`config.mk`:
```
export PLATFORM = sky130hd
export DESIGN_NAME = toy_burst_loader
export DESIGN_NICKNAME = d
export VERILOG_FILES = /design/src/rtl/toy_burst_loader.sv
export SDC_FILE = /design/constraint.sdc
export NUM_CORES = 1
export LEC_CHECK = 0
export ABC_CLOCK_PERIOD_IN_PS = 1400
export CORE_MARGIN = 2
export CORE_UTILIZATION = 30
export CTS_BUF_LIST = sky130_fd_sc_hd__clkbuf_4
export CTS_CLUSTER_DIAMETER = 80
export DETAILED_ROUTE_END_ITERATION = 8
export PLACE_DENSITY = 0.58
export SETUP_SLACK_MARGIN = 0.3
export SLEW_MARGIN = 20
export SYNTH_ARGS = -nofsm -noshare
export SYNTH_HDL_FRONTEND = slang
export SYNTH_SLANG_ARGS = --single-unit
```
`constraint.sdc`:
```
create_clock -name clk -period 1.4 [get_ports clk]
set_input_delay 0.14 -clock clk [delete_from_list [all_inputs] [get_ports clk]]
set_output_delay 0.14 -clock clk [all_outputs]
set_load 0.03 [all_outputs]
```
`src/rtl/toy_burst_loader.sv`:
```
// -----------------------------------------------------------------------------
// toy_burst_loader
//
// This module loads a burst of DEPTH words, each DATA_W bits wide, over a
// valid/ready handshake into an internal register bank. When the bank is full,
// the loader locks and refuses further input. A registered read port lets
// downstream toy datapaths read the stored words as configuration or seed
// values.
//
// Build option:
//   TOY_LOADER_REARM_EN
//     - Defined: 'rearm' in DONE unlocks the loader, so the block can be
//       reloaded any number of times.
//     - Undefined: DONE is terminal until 'reset' (load-once behaviour).
//       'rearm' is ignored.
//     - The port list is the same in both builds.
//
// Ports:
//   clk        in   1       rising-edge clock
//   reset      in   1       synchronous, active-high reset
//   in_data    in   DATA_W  word to load
//   in_valid   in   1       in_data is valid
//   in_ready   out  1       loader accepts a word this cycle (state != DONE)
//   rearm      in   1       unlock request (only honoured with the build option)
//   loaded     out  1       bank is full and locked (state == DONE)
//   word_count out  CW      words accepted since the last reset or rearm
//   rd_addr    in   AW      read address
//   rd_data    out  DATA_W  registered read data (0 for out-of-range address)
// -----------------------------------------------------------------------------
module toy_burst_loader #(
  parameter int DATA_W = 8,
  parameter int DEPTH  = 4,
  localparam int AW    = (DEPTH > 1) ? $clog2(DEPTH) : 1,
  localparam int CW    = $clog2(DEPTH + 1)
) (
  input  logic              clk,
  input  logic              reset,
  input  logic [DATA_W-1:0] in_data,
  input  logic              in_valid,
  output logic              in_ready,
  input  logic              rearm,
  output logic              loaded,
  output logic [CW-1:0]     word_count,
  input  logic [AW-1:0]     rd_addr,
  output logic [DATA_W-1:0] rd_data
);

  typedef enum logic [1:0] {
    ST_IDLE = 2'b00,
    ST_LOAD = 2'b01,
    ST_DONE = 2'b10
  } state_t;

  localparam logic [CW-1:0] LP_DEPTH_C = CW'(DEPTH);
  localparam logic [CW-1:0] LP_ONE_C   = CW'(1);
  localparam logic [CW-1:0] LP_ZERO_C  = CW'(0);
  localparam logic [AW:0]   LP_DEPTH_A = (AW + 1)'(DEPTH);

  state_t              r_state;
  logic [CW-1:0]       r_word_count;
  logic [DATA_W-1:0]   r_bank [DEPTH];
  logic [DATA_W-1:0]   r_rd_data;

  logic                w_xfer;
  logic [CW-1:0]       w_count_inc;
  logic [AW-1:0]       w_wr_idx;
  logic                w_last_xfer;
  logic                w_rd_in_range;
  logic [DATA_W-1:0]   w_rd_word;
  logic                w_rearm_hit;

  // Handshake flags are decoded straight from the registered state.
  assign in_ready   = (r_state != ST_DONE);
  assign loaded     = (r_state == ST_DONE);
  assign word_count = r_word_count;
  assign rd_data    = r_rd_data;

  // Decode transfer, write index and burst completion.
  always_comb begin
    w_xfer      = in_valid & in_ready;
    w_count_inc = r_word_count + LP_ONE_C;
    // word_count is below DEPTH whenever a write happens, so its low AW bits
    // address the bank directly.
    w_wr_idx    = r_word_count[AW-1:0];
    if (w_count_inc == LP_DEPTH_C) begin
      w_last_xfer = 1'b1;
    end else begin
      w_last_xfer = 1'b0;
    end
  end

  // Select read data; an address past the last entry reads as zero.
  always_comb begin
    w_rd_in_range = ({1'b0, rd_addr} < LP_DEPTH_A);
    if (w_rd_in_range) begin
      w_rd_word = r_bank[rd_addr];
    end else begin
      w_rd_word = '0;
    end
  end

`ifdef TOY_LOADER_REARM_EN
  // Rearm request is live only in this build.
  always_comb begin
    w_rearm_hit = rearm;
  end
`else
  // Rearm is functionally unconnected in the load-once build.
  logic w_unused_rearm;
  assign w_unused_rearm = rearm;

  // Tie off the rearm request in the load-once build.
  always_comb begin
    w_rearm_hit = 1'b0;
  end
`endif

  // Loader FSM, word counter, register bank and registered read port.
  always_ff @(posedge clk) begin
    if (reset) begin
      r_state      <= ST_IDLE;
      r_word_count <= LP_ZERO_C;
      r_rd_data    <= '0;
      for (int i = 0; i < DEPTH; i++) begin
        r_bank[i] <= '0;
      end
    end else begin
      // Sampled before any same-cycle write lands, so the read returns the
      // old contents.
      r_rd_data <= w_rd_word;

      case (r_state)
        ST_IDLE: begin
          if (w_xfer) begin
            r_bank[0]    <= in_data;
            r_word_count <= LP_ONE_C;
            r_state      <= (DEPTH == 1) ? ST_DONE : ST_LOAD;
          end else begin
            r_state <= ST_IDLE;
          end
        end

        ST_LOAD: begin
          // Gaps simply hold state and count; there is no timeout.
          if (w_xfer) begin
            r_bank[w_wr_idx] <= in_data;
            r_word_count     <= w_count_inc;
            if (w_last_xfer) begin
              r_state <= ST_DONE;
            end else begin
              r_state <= ST_LOAD;
            end
          end else begin
            r_state <= ST_LOAD;
          end
        end

        ST_DONE: begin
          // The bank is kept on rearm; only the count restarts.
          if (w_rearm_hit) begin
            r_state      <= ST_IDLE;
            r_word_count <= LP_ZERO_C;
          end else begin
            r_state <= ST_DONE;
          end
        end

        default: begin
          r_state      <= ST_IDLE;
          r_word_count <= LP_ZERO_C;
        end
      endcase
    end
  end

endmodule

```
Word-level counts from Yosys, hierarchy flattened
Memory sizes are Yosys's and may differ from the RTL's. A register that Yosys moved wholly into a read port is not among the register bits.
Cells that the tools add are included.
{"block": "totals", "regBits": 5, "ramBits": 32, "input_bits": 14, "word_cells": 37, "memories": 1}
{"memory": "r_bank", "depth": 4, "word_bits": 8, "read_ports": 1, "rd_ports_with_merged_regs": 1, "write_ports": 4, "line": "61", "rtl": "logic [DATA_W-1:0] r_bank [DEPTH];"}
{"block": "classes", "n_addsub": 1, "n_eq_ne": 6, "muxes": 21, "bitwise": 3, "n_reduce_logical": 3}
{"operator": "2-to-1 mux 8 bit", "count": 2}
{"operator": "2-to-1 mux 1 bit", "count": 12}
{"operator": "case mux 3 bit (3 select lines)", "count": 1}
{"operator": "OR reduction 8 bit", "count": 1}
{"operator": "2-to-1 mux 2 bit", "count": 3}
{"operator": "2-to-1 mux 3 bit", "count": 2}
{"operator": "!= test 2 bit (second input constant)", "count": 3}
{"operator": "case mux 2 bit (3 select lines)", "count": 1}
{"operator": "adder 3 x 1 -> 3 bit (second input constant)", "count": 1}
{"operator": "equality test 3 bit (second input constant)", "count": 1}
{"operator": "AND reduction 3 bit", "count": 1}
{"operator": "equality test 2 x 1 -> 1 bit (second input constant)", "count": 1}
{"operator": "equality test 2 bit (second input constant)", "count": 1}
{"operator": "zero test 2 bit", "count": 1}
{"operator": "bitwise AND 1 bit", "count": 1}
{"operator": "inverter 1 bit", "count": 1}
{"operator": "bitwise OR 1 bit", "count": 1}

Depth between registers and ports, before layout
{"block": "depth", "ltp_word": 8, "depth_mapped": 5, "mapped_depth_nobuf": 4}

Worst setup path after synthesis
No wires, ideal clock.
{"block": "synth_path", "path_type": "register to register", "startpoint": "register r_word_count[0], in the netlist word_count[0]", "endpoint": "memory r_bank[1][0], enable pin", "setup_ns": 0.329, "arrival_time_ns": 1.319, "required_time_ns": 1.071, "setup_slack_ns": -0.249, "stages_incl_launch_ff": 3, "path_buffers": 0, "period_less_slack_ns": 1.649, "cell_sequence": "dfxtp_1 -> nor4b_4 -> or2_1"}
{"element": "from (decl)", "line": "60", "rtl": "logic [CW-1:0] r_word_count;"}
{"element": "from (signal assigned)", "line": "147", "rtl": "r_word_count <= w_count_inc;"}
{"element": "to (decl)", "line": "61"}

==> reports/qor.yml <==
status: "complete, no violations"
path_max_fanout: 8
worst-path-stages: 3
antenna_found_initial: 0
slowest_stage: "dfxtp_4"
drt_first_pass_iters: 5
critPathTopFamily: "simple AND/OR/NAND/NOR gates"
postCtsHoldBufs: 0
p_per_area_nw_per_um2: 951
final_common_cell: "edfxtp_1"
synth_seq_cells: 45
nFillCells: 580
min_to: "rd_data[6]"
cts_made_buffers: 5
start_kind: "flip-flop"
rr_worst_depth: 3
die_h_um: 84.9
n_antenna_cell: 0
die-area_um2: 7210
die_w_um: 84.9
grt_pass1_vias: 1297
wl_per_cell_um: 16.4
regToRegEndpoint: "r_bank[1][3]"
grt_pass1_wl_mm: 6.70
syn_area_per_cell_um2: 14.3
path_cells: "nand3b_4 > nor4b_4 > or2_4"
seq_area_frac_synth_pct: 62.2
seqPwrFrac_pct: 60.6
dp_cells: 245
min_from: "rd_addr[0]"
cts.clk_slew.worst_paths_ps: 160
num_vias: 1267
antenna_left: 0
cts_sinks: 45
fin_nets: 202
first_iter_violations: 94
peakVddDrop_mv: 0.437
mappedNetlistArea_um2: 1960
synth_nets: 153
slew_headroom_pct: 81.1
hold_violations: 0
drive_above_1_share_pct: 48.1
synthCells: 137
area.growth.synth_to_final_pct: 34.5
reg2reg_from: "r_state[1]"
power_frac_clock_pct: 26.0
fin_crit_sh_pct: 97.2
fin_cells: 264
totalWireLength_mm: 4.34
start_util_pct: 30.9
setup_viol: 0
cts_tree: "built"
worstHoldPathCells: 4
row_count: 29
worst_ep_required_time_ps: 1490
hpwl_mm: 2.85
period_minus_slack_ps: 1360
insertion_delay_ps: 370
layout_common_cells: "edfxtp_1 (32), buf_4 (17), and3_1 (15), and2_4 (14), clkdlybuf4s50_1 (11)"
synth_top_cells_by_area: "edfxtp_1 (49%), dfxtp_1 (13%), mux4_2 (9.2%)"
critPathMaxStageDelay_ps: 390
io_pins: 27
drc: 0
p_switching_mw: 0.652
cp_data_arrival_time_ps: 1450
crit_buf_inv: 0
end_kind: "flip-flop"
cell_internal_pwr_mw: 1.86
power.leakage_nw: 1.08
ys_warn_count: 0
finish.utilization_pct: 41.6
final-max-slew-violation-count: 0
synth_top_cell_area_share_pct: 48.9
worstMarginPinSlew_ps: 284
grt_max_degree: 16
place_congestion: 0.797
grt_util_all_layers_pct: 12.4
root_buffer: "clkbuf_4"
ys_types: 31
maxCapViolations: 0
h-tree-depth: 2
overflow: 0
worst-setup-path-type: "flip-flop to flip-flop"
hp-class: "input pin to flip-flop"
io_buffers: 25
drt-vias-per-instance: 4.80
reg2reg_setup_slack_ps: 40
fmax_mhz: 735
finClkSkew_ps: 19.4
clockBufferDepth: 2
rsz0062_at_grt: "true"
switching_share_pct: 26.0
synth_top_area_cell: "edfxtp_1"
comb_power_share_pct: 13.4
core_um2: 6350
worst min-delay path, cell delays in order:
cell,delay (ps)
dlygate4sd2_1,240
buf_12,150
mux4_2,210
nor2b_1,110
stage by stage:
stage	setup TNS (ps)	setup WS [ps]	power, mW	hold slack, ps	instance area (um2)
6_report	0	38.9	2.51	498	2640
5_1_grt	-179	-28.2	2.64	505	2640
4_1_cts	0	59.0	2.52	504	2520
3_5_place_dp	-12650	-243	1.88	543	2430
3_3_place_gp	-10030	-189	1.87	508	2430
2_1_floorplan	0	40.6	1.73	338	2010
worst max path at each step:
stage | from | to
global placement | in_valid | r_bank[2][0]
detailed placement | in_valid | r_bank[2][2]
global route | r_state[1] | r_bank[2][7]
floorplan | r_state[1] | r_bank[1][0]
CTS | r_state[1] | r_bank[2][6]
finish | r_state[1] | r_bank[1][3]
metal layers:
metal	global-route usage [%]	up-vias	share of wire (%)
li1	-	605	-
met1	16.6	628	43
met2	19.1	32	51
met3	4.38	2	5.2
met4	3.46	0	0.44
met5	0	-	0
area by class of cell:
type | count | area (um2) | area share, %
flip-flops and latches | 45 | 1240 | 46.9
clock buffers | 5 | 37.5 | 1.42
repair buffers | 50 | 447 | 16.9
inverters | 2 | 11.3 | 0.426
multi-input cells | 82 | 788 | 29.8
clock inverters | 3 | 21.3 | 0.805
well taps | 77 | 96.3 | 3.65
repair_timing:
action	CTS	global route
pin swaps	15	8
buffers inserted	5	6
setup endpoints to repair	80	80
resized for setup	68	33
cell usage after synthesis (all sizes together):
cell type  instances
nor2               4
nand2              3
nor4b              2
o22ai              1
nor2b             10
inv                2
edfxtp            32
nand2b             2
nand3b             1
ha                 2
and3              16
and3b              1
a211o              1
a31oi              1
nand4              2
mux4               8
a41oi              1
a21o               1
o21ai              3
dfxtp             13
clkbuf             2
a21oi              2
a31o               1
or2                2
xor2               1
buf                6
and2              17
registers in the layout, summed over array words and instances (netlist names):
| signal | flops |
|---|---|
| word_count | 3 |
| r_bank | 32 |
| rd_data | 8 |
| r_state | 2 |
logic make-up (layout without fill, tap and decap cells):
group | count (synthesis) | in the layout | share of synthesized area, %
AND/OR/NAND/NOR | 60 | 60 | 21.0
adder cells (fa/ha/maj) | 2 | 2 | 1.27
buffers and inverters | 10 | 60 | 2.36
multiplexers | 8 | 8 | 9.17
flip-flops | 45 | 45 | 62.2
AO/OA/AOI/OAI | 11 | 11 | 3.63
XOR/XNOR | 1 | 1 | 0.446
power groups by stage:
stage	combinational (mW)	sequential [mW]	clock (mW)
2_1_floorplan	0.153	1.58	0
3_3_place_gp	0.320	1.56	0
3_5_place_dp	0.322	1.56	0
4_1_cts	0.321	1.53	0.672
5_1_grt	0.359	1.53	0.754
6_report	0.336	1.52	0.654
Note: power is estimated with default switching activity, not from simulation.
